[src/rtl/ff16_pkg.sv]
// Shared definitions for the ff16 register-bank arbiter family:
// data width, sequencer state encoding and the round-robin pick helper.
package ff16_pkg;

  localparam int DW     = 16;
  localparam int MAXREQ = 8;

  typedef enum logic {
    ST_IDLE  = 1'b0,
    ST_CLEAR = 1'b1
  } state_e;

  // One-hot grant to the first valid requester at or after ptr, wrapping at nreq.
  // Widths are fixed at the maximum requester count so callers zero-extend.
  function automatic logic [MAXREQ-1:0] rr_pick(input logic [MAXREQ-1:0] valid,
                                                input logic [2:0]        ptr,
                                                input int unsigned       nreq);
    logic [MAXREQ-1:0] gnt;
    logic              found;
    int unsigned       idx;
    gnt   = '0;
    found = 1'b0;
    for (int unsigned k = 0; k < MAXREQ; k++) begin
      idx = (32'(ptr) + k) % nreq;
      if (!found && (k < nreq) && valid[idx[2:0]]) begin
        gnt[idx[2:0]] = 1'b1;
        found         = 1'b1;
      end
    end
    return gnt;
  endfunction

endpackage

[src/rtl/ff16_rr_arb.sv]
// Round-robin arbiter: combinational one-hot pick plus a registered
// priority pointer. hold parks the pointer on the current winner instead
// of advancing past it (used to keep a locked owner at top priority).
module ff16_rr_arb
  import ff16_pkg::*;
#(
  parameter int NREQ = 2,
  parameter int PW   = (NREQ > 1) ? $clog2(NREQ) : 1
) (
  input  logic            clk,
  input  logic            rst,
  input  logic            en,
  input  logic            hold,
  input  logic [NREQ-1:0] valid,
  output logic [NREQ-1:0] gnt,
  output logic [PW-1:0]   rr_ptr
);

  logic [PW-1:0]     rr_ptr_q, rr_ptr_d;
  logic [MAXREQ-1:0] valid_ext;
  logic [MAXREQ-1:0] pick;
  logic [2:0]        ptr_ext;
  logic [PW-1:0]     gnt_idx;
  logic              unused_pick;

  assign unused_pick = ^pick;
  assign rr_ptr      = rr_ptr_q;

  // Grant selection from the current pointer
  always_comb begin
    valid_ext             = '0;
    valid_ext[NREQ-1:0]   = valid;
    ptr_ext               = '0;
    ptr_ext[PW-1:0]       = rr_ptr_q;
    pick                  = rr_pick(valid_ext, ptr_ext, NREQ);
    gnt                   = en ? pick[NREQ-1:0] : '0;
  end

  // Encode winner and compute the next pointer
  always_comb begin
    gnt_idx = '0;
    for (int i = 0; i < NREQ; i++) begin
      if (gnt[i]) gnt_idx = PW'(i);
    end
    rr_ptr_d = rr_ptr_q;
    if (|gnt) begin
      if (hold)                          rr_ptr_d = gnt_idx;
      else if (gnt_idx == PW'(NREQ - 1)) rr_ptr_d = '0;
      else                               rr_ptr_d = gnt_idx + 1'b1;
    end
  end

  // Pointer register
  always_ff @(posedge clk or posedge rst) begin
    if (rst) rr_ptr_q <= '0;
    else     rr_ptr_q <= rr_ptr_d;
  end

endmodule

[src/rtl/ff16_bank_arb.sv]
// Bank of NREG 16-bit registers shared by NREQ requesters through a
// round-robin arbiter, with a one-register-per-cycle clear sequencer.
// Optional build macro FF16_ARB_LOCK_EN: a granted requester with
// gnt_lock set keeps exclusive ownership until it transfers with gnt_lock
// clear; clear commands wait until ownership is released.
//
// state    | meaning
// ST_IDLE  | arbitration active, accesses accepted
// ST_CLEAR | zeroing register clr_idx each cycle, no grants
module ff16_bank_arb
  import ff16_pkg::*;
#(
  parameter int NREQ = 2,
  parameter int NREG = 4,
  parameter int AW   = 2
) (
  input  logic               clk,
  input  logic               rst,
  input  logic [NREQ-1:0]    req_valid,
  output logic [NREQ-1:0]    req_ready,
  input  logic [NREQ-1:0]    req_wr,
  input  logic [NREQ*AW-1:0] req_addr,
  input  logic [NREQ*DW-1:0] req_wdata,
  output logic [NREQ-1:0]    rsp_valid,
  output logic [NREQ*DW-1:0] rsp_rdata,
  input  logic               clr_req,
  output logic               clr_busy,
  input  logic [NREQ-1:0]    gnt_lock
);

  localparam int PW = (NREQ > 1) ? $clog2(NREQ) : 1;

  state_e              state_q, state_d;
  logic [AW-1:0]       clr_idx_q, clr_idx_d;
  logic [DW-1:0]       bank_q [NREG];
  logic [DW-1:0]       bank_d [NREG];
  logic [NREQ-1:0]     rsp_valid_q, rsp_valid_d;
  logic [NREQ*DW-1:0]  rsp_rdata_q, rsp_rdata_d;
  logic                arb_en;
  logic                arb_hold;
  logic [NREQ-1:0]     arb_valid;
  logic                clr_go;
  logic [PW-1:0]       unused_rr_ptr;

  ff16_rr_arb #(.NREQ(NREQ), .PW(PW)) u_arb (
    .clk    (clk),
    .rst    (rst),
    .en     (arb_en),
    .hold   (arb_hold),
    .valid  (arb_valid),
    .gnt    (req_ready),
    .rr_ptr (unused_rr_ptr)
  );

`ifdef FF16_ARB_LOCK_EN
  logic          lock_act_q, lock_act_d;
  logic [PW-1:0] lock_own_q, lock_own_d;
  logic          clr_pend_q, clr_pend_d;

  // Restrict arbitration to the locked owner
  always_comb begin
    arb_valid = req_valid;
    if (lock_act_q) begin
      arb_valid             = '0;
      arb_valid[lock_own_q] = req_valid[lock_own_q];
    end
  end

  // Lock ownership follows the gnt_lock of each granted transfer
  always_comb begin
    lock_act_d = lock_act_q;
    lock_own_d = lock_own_q;
    for (int i = 0; i < NREQ; i++) begin
      if (req_ready[i]) begin
        lock_act_d = gnt_lock[i];
        lock_own_d = PW'(i);
      end
    end
  end

  // Clear waits while a lock is held or being taken this cycle
  always_comb begin
    arb_hold   = |(req_ready & gnt_lock);
    clr_go     = (clr_req | clr_pend_q) & ~lock_act_q & ~lock_act_d;
    clr_pend_d = (state_q == ST_IDLE) & (clr_req | clr_pend_q) & ~clr_go;
  end

  // Lock and pending-clear registers
  always_ff @(posedge clk or posedge rst) begin
    if (rst) begin
      lock_act_q <= 1'b0;
      lock_own_q <= '0;
      clr_pend_q <= 1'b0;
    end else begin
      lock_act_q <= lock_act_d;
      lock_own_q <= lock_own_d;
      clr_pend_q <= clr_pend_d;
    end
  end
`else
  logic unused_lock;

  assign unused_lock = ^gnt_lock;
  assign arb_valid   = req_valid;
  assign arb_hold    = 1'b0;
  assign clr_go      = clr_req;
`endif

  // FSM state register
  always_ff @(posedge clk or posedge rst) begin
    if (rst) begin
      state_q   <= ST_IDLE;
      clr_idx_q <= '0;
    end else begin
      state_q   <= state_d;
      clr_idx_q <= clr_idx_d;
    end
  end

  // FSM next state: clear walks every index once, then returns to idle
  always_comb begin
    state_d   = state_q;
    clr_idx_d = clr_idx_q;
    case (state_q)
      ST_IDLE: begin
        if (clr_go) begin
          state_d   = ST_CLEAR;
          clr_idx_d = '0;
        end
      end
      ST_CLEAR: begin
        clr_idx_d = clr_idx_q + 1'b1;
        if (clr_idx_q == AW'(NREG - 1)) state_d = ST_IDLE;
      end
      default: state_d = ST_IDLE;
    endcase
  end

  // FSM outputs
  always_comb begin
    clr_busy = (state_q == ST_CLEAR);
    arb_en   = (state_q == ST_IDLE);
  end

  // Bank and response next values from the clear step and the granted access
  always_comb begin
    bank_d      = bank_q;
    rsp_valid_d = '0;
    rsp_rdata_d = '0;
    if (state_q == ST_CLEAR) bank_d[clr_idx_q] = '0;
    for (int i = 0; i < NREQ; i++) begin
      if (req_ready[i]) begin
        if (req_wr[i]) begin
          bank_d[req_addr[i*AW +: AW]] = req_wdata[i*DW +: DW];
        end else begin
          rsp_valid_d[i]            = 1'b1;
          rsp_rdata_d[i*DW +: DW]   = bank_q[req_addr[i*AW +: AW]];
        end
      end
    end
  end

  // Bank and response registers
  always_ff @(posedge clk or posedge rst) begin
    if (rst) begin
      for (int r = 0; r < NREG; r++) bank_q[r] <= '0;
      rsp_valid_q <= '0;
      rsp_rdata_q <= '0;
    end else begin
      bank_q      <= bank_d;
      rsp_valid_q <= rsp_valid_d;
      rsp_rdata_q <= rsp_rdata_d;
    end
  end

  assign rsp_valid = rsp_valid_q;
  assign rsp_rdata = rsp_rdata_q;

endmodule

[config.mk]
export PLATFORM = sky130hd
export DESIGN_NAME = ff16_bank_arb
export DESIGN_NICKNAME = d
export VERILOG_FILES = /design/src/rtl/ff16_pkg.sv /design/src/rtl/ff16_rr_arb.sv /design/src/rtl/ff16_bank_arb.sv
export SDC_FILE = /design/constraint.sdc
export NUM_CORES = 1
export LEC_CHECK = 0
export CAP_MARGIN = 25
export CORE_ASPECT_RATIO = 0.5
export CORE_MARGIN = 8
export CORE_UTILIZATION = 31
export CTS_CLUSTER_DIAMETER = 30
export DETAILED_ROUTE_END_ITERATION = 10
export PLACE_DENSITY = 0.58
export SYNTH_ARGS = -nofsm -noshare
export SYNTH_HDL_FRONTEND = slang
export SYNTH_SLANG_ARGS = --single-unit
[constraint.sdc]
create_clock -name clk -period 3.19 [get_ports clk]
set_input_delay 0.638 -clock clk [delete_from_list [all_inputs] [get_ports clk]]
set_output_delay 0.638 -clock clk [all_outputs]
set_load 0.005 [all_outputs]
==> metrics.md <==
| Metric | Value |
|---|---|
| TritonCTS Buffers | `9` |
| Most frequent standard cell in the layout excluding fill and tap cells | `sky130_fd_sc_hd__dfrtp_1` |
| Yosys warning total | `0` |
| Post-route fraction of the period consumed by the critical path | `87.1%` |
| Pre-Repair DR Iteration Count | `6` |
| Cells after Synth | `445` |
| Number of setup buffers added after CTS | `0` |
| Arr. time, crit path | `2.14 ns` |
| Shortest clock period the worst path allows after layout | `2.78 ns` |
| Unique cell type count in the Yosys netlist | `41` |
| Most frequently used flop master after synthesis | `sky130_fd_sc_hd__dfrtp_1` |
| Post-synth net total | `494` |
| Cell Rows | `33` |
| Core Area | `16,500 µm²` |
| Initial cell density of the core | `31.9%` |
| Post-synth design cell area | `5260 µm²` |
| Overall global routing resource usage | `14.2%` |
| Leakage power total | `0.00292 µW` |
| Floorplan die height | `108 µm` |
| Gate power share | `28.3%` |
| CTS hold repair buffers | `0` |
| Result of the run | `finished, final reports clean` |
| Relative contribution of the clock network to total power | `28.9%` |
| Sequential power share | `42.8%` |
| Initial antenna violation count | `0` |
| Overall routed net length | `15,300 µm` |
| Min setup slack post-route | `0.410 ns` |
| Unrepaired setup endpoints after global routing | `no` |
| Switching fraction of total power | `30.7%` |
| Detail Placement HPWL | `9860 µm` |
| Share of final-layout standard cells stronger than drive strength 1 | `16.0%` |
| Overflow after GRT | `0` |
| Worst min-delay path category | `register to register` |
| Port bufs | `79` |
| Final count of hold timing violations | `0` |
| Remaining routing DRC violations | `0` |
| Maximum Capacitance Violations | `0` |
| Setup crit start kind | `input port` |
| Chain of cells forming the critical path | `clkdlybuf4s50_1 > nand2b_1 > nor2_1 > clkdlybuf4s50_1` |
| Number of vias per cell | `5.23` |
| Residual antenna-violating net count after detailed routing | `0` |
| Total vias in the final route | `3,924` |
| Post-synthesis to final-layout area growth | `26.3%` |
| Clock-pin slew on the worst setup and hold paths | `0.07 ns` |
| Final number of max-transition violations | `0` |
| Number of flops mapped to enable cells by yosys | `0` |
| Number of global-route vias before repair | `4,155` |
| Switching power | `1350 µW` |
| Share of synthesized registers carrying an async set or reset | `100%` |
| Capturing element type of the critical path | `output port` |
| Slew at the pin closest to its max-slew limit | `0.868 ns` |
| Number of flip-flops and latches in the synthesized netlist | `102` |
| Number of primary I/O pins | `82` |
| Final routed wire length divided by cell count | `20.3 µm` |
| Starting DRT DRC Count | `305` |
| Number of H-tree branching levels | `3` |
| Sequential fraction of the synthesis area | `48.5%` |
| Resize count post-CTS | `0` |
| Fmax | `0.360 GHz` |
| Pin count of the biggest net entering global routing | `89` |
| CTS max path bufs | `2` |
| Number of filler instances in the final layout | `1,583` |
| TritonCTS clock tree | `done` |
| Max rail drop VDD | `0.000323 V` |
| Critical Path RT | `2.55 ns` |
| Kind of critical path | `input port to output port` |
| Root Driver | `sky130_fd_sc_hd__clkbuf_16` |
| Final setup skew | `0.00591 ns` |
| Pint | `3040 µW` |
| Number of sinks handled by clock tree synthesis | `102` |
| Worst slack after detailed placement | `0.397 ns` |
| Total die area | `21,700 µm²` |
| Worst slew margin relative to its limit | `42.1%` |
| Accumulated negative setup slack | `0 ns` |
| Mean Syn Cell Area | `11.8 µm²` |
| Global-route wire length before repair | `24,000 µm` |
| Delay of the slowest critical-path stage | `0.52 ns` |
| Horiz. Die Dim | `200 µm` |
| Crit Path Max Fanout | `7` |
| Placer congestion estimate | `0.777` |
| Count of antenna diodes in the layout | `0` |
| Cell Pwr Density | `659 nW/µm²` |
| Register-to-register setup slack | `1.05 ns` |
| Source-to-sink clock delay at the later pin of the worst-skew pair | `0.34 ns` |
| Master of the slowest instance on the critical path | `sky130_fd_sc_hd__clkdlybuf4s50_1` |
| Cell occurring most often along the worst timing path | `sky130_fd_sc_hd__clkdlybuf4s50_1` |
| Setup-violating endpoint count in the final report | `0` |
| Total Nets Final | `568` |
| Leading cell types in the layout, fill and taps excluded | `sky130_fd_sc_hd__dfrtp_1 (102), sky130_fd_sc_hd__clkdlybuf4s50_1 (79), sky130_fd_sc_hd__nor2_1 (66)` |
==> path summary, 6_finish.rpt <==
| path | startpoint | to | depth (start not counted) |
|---|---|---|---|
| max | req_valid[0] | req_ready[0] | 4 |
| min | bank_q[24] | bank_q[24] | 1 |
| max reg2reg | clr_busy | bank_q[26] | 5 |
| min reg2reg | bank_q[24] | bank_q[24] | 1 |
| max in group asynchronous | rst | u_arb.rr_ptr | 3 |
| min in group asynchronous | rst | rsp_rdata[16] | 2 |
==> power groups by stage <==
stage	Sequential [µW]	Combinational [µW]	Clock (µW)
2_1_floorplan	1800	942	0
3_3_place_gp	1880	1230	0
3_5_place_dp	1900	1250	0
4_1_cts	1870	1250	1290
5_1_grt	1920	1350	1340
6_report	1880	1240	1270
==> per-stage QoR <==
stage	std cells	hold slack (ns)	util (%)	instance area [µm²]	power (µW)
2_1_floorplan	445	0.458	-	5270	2740
3_3_place_gp	735	0.472	38.2	6310	3100
3_5_place_dp	735	0.482	38.2	6310	3150
4_1_cts	751	0.498	40.3	6650	4410
5_1_grt	751	0.518	40.3	6650	4610
6_report	751	0.492	40.3	6650	4390
==> worst max-delay path, delay by kind of cell <==
family | cells | cell delay [ns]
simple gates | 2 | 0.46
buf+inv | 2 | 1.03
==> layer usage <==
metal	global-route usage, %	up-vias	wire [µm]	share of wire (%)
met4	3.97	0	161	1.1
met1	18.3	2027	6820	45
met2	24.5	97	7610	50
li1	-	1789	-	-
met3	2.72	11	671	4.4
met5	0	-	0	0
==> layout make-up <==
cell class | count | area [µm²] | share of cell area, %
repair buffers | 99 | 966 | 14.5
multi-input cells | 301 | 2480 | 37.3
inverters | 6 | 26.3 | 0.395
well taps | 227 | 284 | 4.27
clock buffers | 10 | 229 | 3.44
clock inverters | 6 | 109 | 1.64
flip-flops and latches | 102 | 2550 | 38.4
==> cells by family (layout without fill, tap and decap cells) <==
family / count (synthesis) / count (layout) / share of synthesized area (%)
simple gates: 162 / 162 / 16.2
compound gates: 102 / 102 / 15.8
flops: 102 / 102 / 48.5
buf+inv: 42 / 121 / 4.33
mux: 33 / 33 / 14.2
fa+ha+maj: 4 / 4 / 0.951
==> registers in the layout (all words and copies together), names as in the netlist <==
signal        flops
bank_q           64
rsp_rdata        32
clr_busy          1
u_arb.rr_ptr      1
clr_idx_q         2
rsp_valid         2
==> Yosys cell counts, types with 4 or more instances <==
library cell                 n  area share, %
sky130_fd_sc_hd__buf_4       9            1.3
sky130_fd_sc_hd__nor2b_1    35            4.2
sky130_fd_sc_hd__nor2_1     66            4.7
sky130_fd_sc_hd__buf_2      10           0.95
sky130_fd_sc_hd__mux4_2     27             12
sky130_fd_sc_hd__a22o_1     16            2.7
sky130_fd_sc_hd__a21o_1     17            2.4
sky130_fd_sc_hd__mux4_1      5            2.5
sky130_fd_sc_hd__a21oi_1    16            1.5
sky130_fd_sc_hd__a221oi_1    6            1.0
sky130_fd_sc_hd__inv_1       6           0.43
sky130_fd_sc_hd__a22oi_1    16            2.3
sky130_fd_sc_hd__nand3_1    17            1.6
sky130_fd_sc_hd__clkbuf_1   13           0.93
sky130_fd_sc_hd__nand2_1    23            1.6
sky130_fd_sc_hd__dfrtp_1   102             48
sky130_fd_sc_hd__ha_1        4           0.95
sky130_fd_sc_hd__a221oi_2   10            2.9
sky130_fd_sc_hd__a31oi_1    16            1.9
Power figures use the tool's default switching activity.
